[src/rtl/sbinit_ctrl_pkg.sv]
// Sideband message encodings shared by the LTSM states and the SB TX/RX mux.
package sbinit_ctrl_pkg;

    typedef enum logic [3:0] {
        NOP                     = 4'd0,
        SBINIT_OUT_OF_RESET     = 4'd1,
        SBINIT_DONE_REQ         = 4'd2,
        SBINIT_DONE_RESP        = 4'd3,
        MBINIT_PARAM_CONFIG_REQ = 4'd4
    } SB_msg_t;

endpackage

[src/rtl/sbinit_ctrl.sv]
// SBINIT controller: SB clock-pattern exchange followed by the out-of-reset
// and done request/response handshake with the link partner.
module sbinit_ctrl
    import sbinit_ctrl_pkg::*;
#(
    parameter int unsigned PATTERN_TAIL_ITER = 4,
    parameter int unsigned ITER_CYCLES       = 128,
    parameter logic [63:0] DATA_ZERO         = 64'h0
) (
    input  logic        clk_100MHz,
    input  logic        reset,
    input  logic        enable_i,
    output logic        SBINIT_done_o,
    output logic        SB_pattern_en_o,
    input  logic        SB_pattern_detected_i,
    output SB_msg_t     SB_TX_msg_o,
    output logic [63:0] SB_TX_dataBus_o,
    output logic        SB_TX_msg_valid_o,
    input  logic        SB_TX_msg_sendNextFlag_i,
    input  SB_msg_t     SB_RX_msg_i,
    input  logic [63:0] SB_RX_dataBus_i,
    output logic        SB_RX_msg_req_o,
    input  logic        SB_RX_msg_valid_i,
    output logic        reset_state_timeout_counter_o
);

    localparam int unsigned TAIL_CYCLES = PATTERN_TAIL_ITER * ITER_CYCLES;
    localparam int unsigned CNT_MAX     = (TAIL_CYCLES > ITER_CYCLES) ? TAIL_CYCLES : ITER_CYCLES;
    localparam int unsigned CNT_W       = (CNT_MAX > 2) ? $clog2(CNT_MAX) : 1;

    typedef enum logic [2:0] {
        IDLE         = 3'd0,
        PATTERN      = 3'd1,
        PATTERN_TAIL = 3'd2,
        OOR          = 3'd3,
        DONE_XCHG    = 3'd4,
        DONE         = 3'd5
    } state_e;

    state_e             state_q, state_d;
    logic [CNT_W-1:0]   cnt_q, cnt_d;
    logic               tx_oor_q, tx_oor_d;
    logic               rx_oor_q, rx_oor_d;
    logic               rx_req_q, rx_req_d;
    logic               rx_resp_q, rx_resp_d;
    logic               req_sent_q, req_sent_d;
    logic               resp_sent_q, resp_sent_d;
    logic               done_q, done_d;
    logic               pattern_en_q, pattern_en_d;
    SB_msg_t            tx_msg_q, tx_msg_d;
    logic [63:0]        tx_data_q, tx_data_d;
    logic               tx_valid_q, tx_valid_d;
    logic               rx_msg_req_q, rx_msg_req_d;
    logic               timeout_rst_q, timeout_rst_d;
    logic               tx_acc_c, rx_acc_c;
    logic               rx_data_unused;

    assign rx_data_unused = ^SB_RX_dataBus_i;

    // Next state, handshake flags and registered outputs.
    always_comb begin
        state_d     = state_q;
        cnt_d       = cnt_q;
        tx_oor_d    = tx_oor_q;
        rx_oor_d    = rx_oor_q;
        rx_req_d    = rx_req_q;
        rx_resp_d   = rx_resp_q;
        req_sent_d  = req_sent_q;
        resp_sent_d = resp_sent_q;
        tx_valid_d  = 1'b0;
        tx_msg_d    = NOP;
        tx_acc_c    = tx_valid_q && SB_TX_msg_sendNextFlag_i;
        rx_acc_c    = rx_msg_req_q && SB_RX_msg_valid_i;

        if (!enable_i) begin
            state_d     = IDLE;
            cnt_d       = '0;
            tx_oor_d    = 1'b0;
            rx_oor_d    = 1'b0;
            rx_req_d    = 1'b0;
            rx_resp_d   = 1'b0;
            req_sent_d  = 1'b0;
            resp_sent_d = 1'b0;
        end else begin
            case (state_q)
                IDLE: begin
                    state_d = PATTERN;
                    cnt_d   = '0;
                end
                PATTERN: begin
                    if (cnt_q == CNT_W'(ITER_CYCLES - 1)) begin
                        cnt_d = '0;
                        if (SB_pattern_detected_i) state_d = PATTERN_TAIL;
                    end else begin
                        cnt_d = cnt_q + CNT_W'(1);
                    end
                end
                PATTERN_TAIL: begin
                    if (cnt_q == CNT_W'(TAIL_CYCLES - 1)) begin
                        cnt_d   = '0;
                        state_d = OOR;
                    end else begin
                        cnt_d = cnt_q + CNT_W'(1);
                    end
                end
                OOR: begin
                    if (tx_acc_c && tx_msg_q == SBINIT_OUT_OF_RESET) tx_oor_d = 1'b1;
                    // An early partner DONE_REQ is kept so it is answered in DONE_XCHG.
                    if (rx_acc_c && SB_RX_msg_i == SBINIT_OUT_OF_RESET) rx_oor_d = 1'b1;
                    if (rx_acc_c && SB_RX_msg_i == SBINIT_DONE_REQ)     rx_req_d = 1'b1;
                    if (tx_oor_d && rx_oor_d) state_d = DONE_XCHG;
                end
                DONE_XCHG: begin
                    if (tx_acc_c && tx_msg_q == SBINIT_DONE_REQ)  req_sent_d  = 1'b1;
                    if (tx_acc_c && tx_msg_q == SBINIT_DONE_RESP) resp_sent_d = 1'b1;
                    if (rx_acc_c && SB_RX_msg_i == SBINIT_DONE_REQ)  rx_req_d  = 1'b1;
                    if (rx_acc_c && SB_RX_msg_i == SBINIT_DONE_RESP) rx_resp_d = 1'b1;
                    if (req_sent_d && rx_resp_d && resp_sent_d) state_d = DONE;
                end
                DONE:    state_d = DONE;
                default: state_d = IDLE;
            endcase
        end

        // TX message stays put until accepted; own DONE_REQ goes out before DONE_RESP.
        if (state_d == OOR && !tx_oor_d) begin
            tx_valid_d = 1'b1;
            tx_msg_d   = SBINIT_OUT_OF_RESET;
        end else if (state_d == DONE_XCHG && !req_sent_d) begin
            tx_valid_d = 1'b1;
            tx_msg_d   = SBINIT_DONE_REQ;
        end else if (state_d == DONE_XCHG && rx_req_d && !resp_sent_d) begin
            tx_valid_d = 1'b1;
            tx_msg_d   = SBINIT_DONE_RESP;
        end

        tx_data_d     = tx_valid_d ? DATA_ZERO : 64'h0;
        pattern_en_d  = (state_d == PATTERN) || (state_d == PATTERN_TAIL);
        rx_msg_req_d  = (state_d == OOR) || (state_d == DONE_XCHG);
        done_d        = (state_d == DONE);
        timeout_rst_d = (state_d != state_q);
    end

    always_ff @(posedge clk_100MHz) begin
        if (!reset) begin
            state_q       <= IDLE;
            cnt_q         <= '0;
            tx_oor_q      <= 1'b0;
            rx_oor_q      <= 1'b0;
            rx_req_q      <= 1'b0;
            rx_resp_q     <= 1'b0;
            req_sent_q    <= 1'b0;
            resp_sent_q   <= 1'b0;
            done_q        <= 1'b0;
            pattern_en_q  <= 1'b0;
            tx_msg_q      <= NOP;
            tx_data_q     <= 64'h0;
            tx_valid_q    <= 1'b0;
            rx_msg_req_q  <= 1'b0;
            timeout_rst_q <= 1'b0;
        end else begin
            state_q       <= state_d;
            cnt_q         <= cnt_d;
            tx_oor_q      <= tx_oor_d;
            rx_oor_q      <= rx_oor_d;
            rx_req_q      <= rx_req_d;
            rx_resp_q     <= rx_resp_d;
            req_sent_q    <= req_sent_d;
            resp_sent_q   <= resp_sent_d;
            done_q        <= done_d;
            pattern_en_q  <= pattern_en_d;
            tx_msg_q      <= tx_msg_d;
            tx_data_q     <= tx_data_d;
            tx_valid_q    <= tx_valid_d;
            rx_msg_req_q  <= rx_msg_req_d;
            timeout_rst_q <= timeout_rst_d;
        end
    end

    assign SBINIT_done_o                 = done_q;
    assign SB_pattern_en_o               = pattern_en_q;
    assign SB_TX_msg_o                   = tx_msg_q;
    assign SB_TX_dataBus_o               = tx_data_q;
    assign SB_TX_msg_valid_o             = tx_valid_q;
    assign SB_RX_msg_req_o               = rx_msg_req_q;
    assign reset_state_timeout_counter_o = timeout_rst_q;

endmodule
[config.mk]
export PLATFORM = sky130hd
export DESIGN_NAME = sbinit_ctrl
export DESIGN_NICKNAME = d
export VERILOG_FILES = /design/src/rtl/sbinit_ctrl_pkg.sv /design/src/rtl/sbinit_ctrl.sv
export SDC_FILE = /design/constraint.sdc
export NUM_CORES = 1
export LEC_CHECK = 0
export ABC_AREA = 1
export BUFFER_PORTS_ARGS = -buffer_cell sky130_fd_sc_hd__buf_2
export CAP_MARGIN = 40
export CORE_ASPECT_RATIO = 0.9
export CORE_MARGIN = 5
export CORE_UTILIZATION = 37
export CTS_BUF_LIST = sky130_fd_sc_hd__clkbuf_2 sky130_fd_sc_hd__clkbuf_4 sky130_fd_sc_hd__clkbuf_8
export CTS_CLUSTER_DIAMETER = 150
export CTS_CLUSTER_SIZE = 24
export DETAILED_ROUTE_END_ITERATION = 8
export PLACE_DENSITY = 0.79
export SLEW_MARGIN = 0
export SYNTH_ARGS = -nofsm -noshare
export SYNTH_HDL_FRONTEND = slang
export SYNTH_SLANG_ARGS = --single-unit
export TNS_END_PERCENT = 5
[constraint.sdc]
create_clock -name clk_100MHz -period 1.85 [get_ports clk_100MHz]
set_input_delay 0.37 -clock clk_100MHz [delete_from_list [all_inputs] [get_ports clk_100MHz]]
set_output_delay 0.37 -clock clk_100MHz [all_outputs]
set_load 0.01 [all_outputs]
==> impl_metrics.yaml, run 1 <==
logic_synthesis:
  synth_cell_types: 35
  avgSynthCellArea_sq_um: 7.19
  synth_seq_cells: 25
  netlist_instances: 264
  synth_top_family_by_area: "buffers and inverters"
  synth_area_sq_um: 1900
  seq_area_frac_synth_pct: 26.4
  synth_compound_area_share_pct: 10.3
  synth_adder_area_share_pct: 1.32
  muxShareOfSynthArea_pct: 0
  synth_simple_gate_area_share_pct: 26.9
  synth_xor_area_share_pct: 0.922
  yosys_warnings: 0
die:
  dieArea_sq_um: 6670
  die_w_um: 85.5
  die_h_um: 78.0
  rows: 24
  io_pins: 147
  start_util_pct: 38.6
  coreArea_sq_um: 4920
clock_tree:
  clkTransAtPathRegs_ps: 90
  cts_buffers: 3
  clockBufferDepth: 2
  root_buffer: "clkbuf_8"
  clk_latency_ps: 270
  cts_tree: "yes"
  clock_sinks: 25
  htree_levels: 1
  cts_hold_buf: 0
critical_path:
  required_ps: 2010
  reg2reg_slack_ps: -180
  crit_type: "reg2reg"
  reg2reg_to: "reset_state_timeout_counter_o$_SDFF_PN0_"
  cp-end-kind: "flip-flop"
  reg2reg_from: "cnt_q[1]$_SDFFE_PN0P_"
  start_kind: "flip-flop"
  cp.arrival_ps: 2200
  worstPathMaxFanout: 4
  cp-startpoint: "cnt_q[1]$_SDFFE_PN0P_"
  reg2reg_depth: 17
place:
  numPortBuffers: 16
  place_ws_ps: -186
  gp_congestion: 0.835
  dp_cells: 348
  dp_hpwl_um: 2690
cells_and_area:
  layout-drive-gt1-share_pct: 25.8
  n_antenna_cell: 0
  syn_to_final_growth_pct: 4.55
  largest_reg_flops: 9
  final_cells: 356
  top_register: "cnt_q"
  fin_util_pct: 40.3
  nets: 368
global_route:
  grt_pass1_vias: 1307
  grt_pass1_wl_um: 5640
  overflow: 0
  grt_antenna_before_repair: 0
  grt_max_degree: 16
  gr-usage-all-layers_pct: 10.2
routing:
  wl_per_cell_um: 10.0
  drt-total-wl_um: 3570
  vias: 1495
  drc: 0
  drtAntennaViolNets: 0
  dr.pass1.iters: 4
  first_iter_violations: 116
  viasPerCell: 4.20
status:
  violations: "negative setup slack"
  outcome: "finished, violations left"
timing:
  clock_skew_ps: 7.68
  rsz0062_at_grt: "yes"
  worst_pin_slew_ps: 508
  fmax_mhz: 492
  period_share_pct: 110
  period_minus_slack_ps: 2030
  fin_ws_ps: -182
  slew_headroom_pct: 66.1
  finalHoldViolations: 0
  hold_ws_ps: 401
  setup_viol: 13
  maxSlewViolCount: 0
pwr:
  power.leakage_uw: 0.000945
  vdd_ir_drop_max_uv: 324
  power.density_nw_per_um2: 515
  p_total_uw: 1020
min_path:
  min_path_type: "in2reg"
  hold_depth: 3
  hold_path_end: "SB_TX_msg_valid_o$_SDFF_PN0_"
  worstHoldStart: "reset"
flow_run:
  maxCapViolations: 0
logic make-up (layout without fill, tap and decap cells):
kind of cell,count (synthesis),in the layout
AO/OA/AOI/OAI,33,33
flip-flops,25,25
other,1,66
buffers and inverters,102,64
XOR/XNOR,2,2
AND/OR/NAND/NOR,99,99
adder cells (fa/ha/maj),2,2
layout make-up:
| cell class | count | area, sq um |
|---|---|---|
| Clock buffer | 3 | 41.3 |
| Clock inverter | 1 | 7.51 |
| Fill cell | 520 | 2940 |
| Inverter | 34 | 130 |
| Multi-Input combinational cell | 202 | 1070 |
| Sequential cell | 25 | 503 |
| Tap cell | 65 | 81.3 |
| Timing Repair Buffer | 26 | 155 |
per-stage QoR:
step / TNS [ps] / cell area (sq um)
after CTS: -398 / 1940
final: -1100 / 1990
after global placement: -794 / 1840
after detailed placement: -1370 / 1840
after global routing: -2630 / 1990
after floorplan: 0 / 2150
cells in the final DEF (no fill, tap or decap), types with 6 or more instances in the layout:
cell     netlist  routed
a21oi_1       10       9
buf_2          0      16
buf_4         67      10
conb_1         1      66
dfxtp_1       25      23
inv_1         28      27
nand2_1       36      33
nand2_2        7       9
nand3_1       12      11
nor2_1        25      21
nor2_2         3       6
o21ai_0       11      10
power by group:
part | switching (uW) | leakage (uW) | internal, uW
registers | 3.50 | 0.000203 | 543
logic | 112 | 0.000721 | 28.3
clock network | 183 | 0.0000217 | 153
routing by layer:
metal  wire [um]  part of all wire [%]  GRT usage (%)
met4          84                   2.4           4.11
met2        1640                    46           16.9
met1        1520                    43           12.7
met3         319                   8.9           2.22
met5           0                     0              0
worst max path at each step:
| stage | to | slack [ps] | cells past startpoint |
|---|---|---|---|
| after floorplan | reset_state_timeout_counter_o$_SDFF_PN0_ | 5 | 17 |
| after global placement | reset_state_timeout_counter_o$_SDFF_PN0_ | -150 | 17 |
| after detailed placement | reset_state_timeout_counter_o$_SDFF_PN0_ | -190 | 17 |
| after CTS | reset_state_timeout_counter_o$_SDFF_PN0_ | -90 | 17 |
| after global routing | reset_state_timeout_counter_o$_SDFF_PN0_ | -320 | 17 |
| final | reset_state_timeout_counter_o$_SDFF_PN0_ | -180 | 17 |
synthesized netlist by cell type:
| cell | count | area [sq um] |
|---|---|---|
| nand2_2 | 7 | 43.8 |
| a21oi_1 | 10 | 50.1 |
| o21ai_1 | 2 | 10.0 |
| o21bai_1 | 2 | 15.0 |
| nand3_1 | 12 | 60.1 |
| nand4_4 | 1 | 21.3 |
| inv_1 | 28 | 105 |
| a21o_1 | 1 | 7.51 |
| nand2_1 | 36 | 135 |
| o211ai_1 | 2 | 15.0 |
| ha_1 | 2 | 25.0 |
| o21ai_0 | 11 | 55.1 |
| o21ai_2 | 3 | 26.3 |
| inv_2 | 4 | 15.0 |
| nor2_2 | 3 | 18.8 |
| a21oi_2 | 1 | 8.76 |
| nor3_4 | 1 | 16.3 |
| nand3_2 | 5 | 50.1 |
| inv_4 | 1 | 6.26 |
| xnor2_1 | 1 | 8.76 |
| dfxtp_1 | 25 | 500 |
| nor3b_1 | 1 | 7.51 |
| nor2_4 | 1 | 11.3 |
| o2111ai_1 | 1 | 8.76 |
| buf_6 | 1 | 11.3 |
| nor3_1 | 1 | 5.00 |
| nand4_1 | 3 | 18.8 |
| nor2_1 | 25 | 93.8 |
| nand2_4 | 1 | 11.3 |
| nor3b_2 | 1 | 12.5 |
| clkinv_1 | 1 | 3.75 |
| xor2_1 | 1 | 8.76 |
| conb_1 | 1 | 3.75 |
| or2_1 | 1 | 6.26 |
| buf_4 | 67 | 503 |
repair_timing:
| action | 4_1_cts | 5_1_grt |
|---|---|---|
| pin swaps | 6 | 11 |
| setup buffers | 3 | 1 |
| setup endpoints to repair | 13 | 16 |
| resized for setup | 7 | 12 |
| endpoints found under the hold margin | 0 | 0 |
critical path: stages, from the launching register on:
cell and delay [ps]:
dfxtp_2 360, ha_4 150, nand3_4 90, nor2_4 130, nand2_2 70, nor2_2 130, inv_2 50, nor2_2 80
ha_2 190, o21ai_2 60, nand2_1 80, o21ai_2 70, nand4_4 140, nand2_4 80, nand2_2 50, nand2_1 50
nor2_1 90, nor2_1 50
Power figures use the tool's default switching activity.
==> run 2, diff against run 1 <==
--- a/config.mk
+++ b/config.mk
@@ -16,6 +16,7 @@
 export CTS_CLUSTER_SIZE = 24
 export DETAILED_ROUTE_END_ITERATION = 8
 export PLACE_DENSITY = 0.79
+export RECOVER_POWER = 25
 export SLEW_MARGIN = 0
 export SYNTH_ARGS = -nofsm -noshare
 export SYNTH_HDL_FRONTEND = slang
==> constraint.sdc (replaced) <==
create_clock -name clk_100MHz -period 1.85 [get_ports clk_100MHz]
set_input_delay 0.0925 -clock clk_100MHz [delete_from_list [all_inputs] [get_ports clk_100MHz]]
set_output_delay 0.0925 -clock clk_100MHz [all_outputs]
set_load 0.01 [all_outputs]
==> run 2 against run 1 <==
The flow still finishes with violations (negative setup slack). Maximum frequency rose by 3.5%. Via count fell by 1.1%. Sequential power barely moved. Clock skew fell by 3.6 ps. Cell area fell by 1.4%. Worst setup slack improved by 69 ps. Worst hold slack got worse by 290 ps. Core utilization fell by 0.58 points. Cell count fell by 0.28%. Count of clock-buffer cells in the layout did not move. Non-clock buffer count fell by 1. Critical path depth did not move. Largest cell class unchanged.
==> impl_metrics.yaml, run 2 (synthesis gave the netlist of run 1 again) <==
global_route:
  grt_max_degree: 15
  gr-usage-all-layers_pct: 10.5
  grt_antenna_before_repair: 0
  overflow: 0
  grt_pass1_wl_um: 5840
  grt_pass1_vias: 1345
place:
  place_area_sq_um: 1840
  gp_congestion: 0.845
  dp_hpwl_um: 2810
  numPortBuffers: 16
  place_ws_ps: -172
die:
  die_h_um: 78.0
  io_pins: 147
  start_util_pct: 38.6
  rows: 24
  dieArea_sq_um: 6670
  die_w_um: 85.5
  coreArea_sq_um: 4920
cells_and_area:
  final_common_cell: "conb_1"
  top_register: "cnt_q"
  final_cell_mix: "conb_1, nand2_1, inv_1"
  layout-drive-gt1-share_pct: 23.1
  fillers: 523
  final_area_sq_um: 1960
  largest_reg_flops: 9
  n_antenna_cell: 0
  nets: 367
  syn_to_final_growth_pct: 3.03
routing:
  dr.pass1.iters: 4
  viasPerCell: 4.16
  drt-total-wl_um: 3520
  drc: 0
  drtAntennaViolNets: 0
  first_iter_violations: 59
  vias: 1478
  wl_per_cell_um: 9.90
timing:
  maxSlewViolCount: 0
  hold_ws_ps: 111
  clock_skew_ps: 4.05
  fmax_mhz: 509
  fin_ws_ps: -113
  setup_viol: 6
  fin_setup_tns_ps: -430
  rsz0062_at_grt: "yes"
  finalHoldViolations: 0
  period_share_pct: 106
  period_minus_slack_ps: 1960
critical_path:
  cp-end-kind: "flip-flop"
  slowest_delay_ps: 360
  required_ps: 2020
  crit_type: "reg2reg"
  worstPathMaxFanout: 4
  slowest_stage: "dfxtp_2"
  cp.arrival_ps: 2130
  cp_common_cell: "nor2_1"
  start_kind: "flip-flop"
  crit_chain: "ha_4 -> nand3_4 -> nor2_4 -> nand2_2 -> nor2_1 -> inv_1 -> nor2_2 -> ha_2 -> o21ai_2 -> nand2_1 -> o21ai_2 -> nand4_4 -> nand2_4 -> nand2_2 -> nand2_1 -> nor2_1 -> nor2_1"
pwr:
  p_total_uw: 1010
  vdd_ir_drop_max_uv: 220
  power.density_nw_per_um2: 516
  power.leakage_uw: 0.000920
clock_tree:
  cts_tree: "yes"
  clockBufferDepth: 2
  clkTransAtPathRegs_ps: 90
  cts_buffers: 3
  htree_levels: 1
  clk_latency_ps: 270
  clock_sinks: 25
  root_buffer: "clkbuf_8"
min_path:
  min_path_type: "in2reg"
status:
  violations: "negative setup slack"
  outcome: "finished, violations left"
flow_run:
  maxCapViolations: 0
run 2: changes by cell type in the layout (fill, tap and decap cells not counted), sizes merged:
cell	change
clkbuf	+4
clkinvlp	-1
buf	-5
clkinv	+1
run 2: metal layers:
layer | vias to the layer above | global-route usage (%) | wire [um]
li1 | 762 | - | -
met2 | 63 | 18.0 | 1630
met4 | 0 | 3.64 | 32
met1 | 648 | 13.0 | 1520
met3 | 5 | 2.33 | 329
met5 | - | 0 | 0
run 2: where the power goes:
part           internal, uW  leakage, uW  total [uW]  switching, uW
Combinational          26.7     0.000691         136            109
Clock                   151    0.0000255         328            177
Sequential              543     0.000203         547           3.69
Total                   721     0.000920        1010            290
run 2: stage by stage:
| stage | util, % | cells |
|---|---|---|
| 5_1_grt | 39.7 | 355 |
| 3_5_place_dp | 37.3 | 348 |
| 2_1_floorplan | - | 329 |
| 4_1_cts | 39.0 | 353 |
| 3_3_place_gp | 37.3 | 348 |
| 6_report | 39.7 | 355 |
run 2: final timing paths:
check / start / to / slack (ps) / depth (start not counted)
min: reset / SB_TX_msg_o[0]$_SDFF_PN0_ / 110 / 3
max reg2reg: cnt_q[1]$_SDFFE_PN0P_ / reset_state_timeout_counter_o$_SDFF_PN0_ / -110 / 17
max: cnt_q[1]$_SDFFE_PN0P_ / reset_state_timeout_counter_o$_SDFF_PN0_ / -110 / 17
min reg2reg: rx_oor_q$_SDFFE_PN0P_ / rx_oor_q$_SDFFE_PN0P_ / 470 / 2
run 2: what timing repair did:
action	CTS	global route
setup endpoints to repair	13	15
resized for setup	7	7
pin swaps	5	11
buffers inserted	1	2
hold buffers	0	0
run 2: layout make-up:
type	count	area [sq um]	share of cell area, %
clock inverter	1	5.00	0.256
inverter	34	130	6.65
timing repair buffer	25	143	7.29
tap	65	81.3	4.16
multi-input combinational	202	1050	53.8
sequential	25	503	25.7
clock buffer	3	41.3	2.11
run 2: worst max-delay path, delay by kind of cell (launching register included):
kind / cells / cell delay, ps
compound gates: 2 / 120
flops: 1 / 360
simple gates: 12 / 970
buf+inv: 1 / 60
fa+ha+maj: 2 / 340
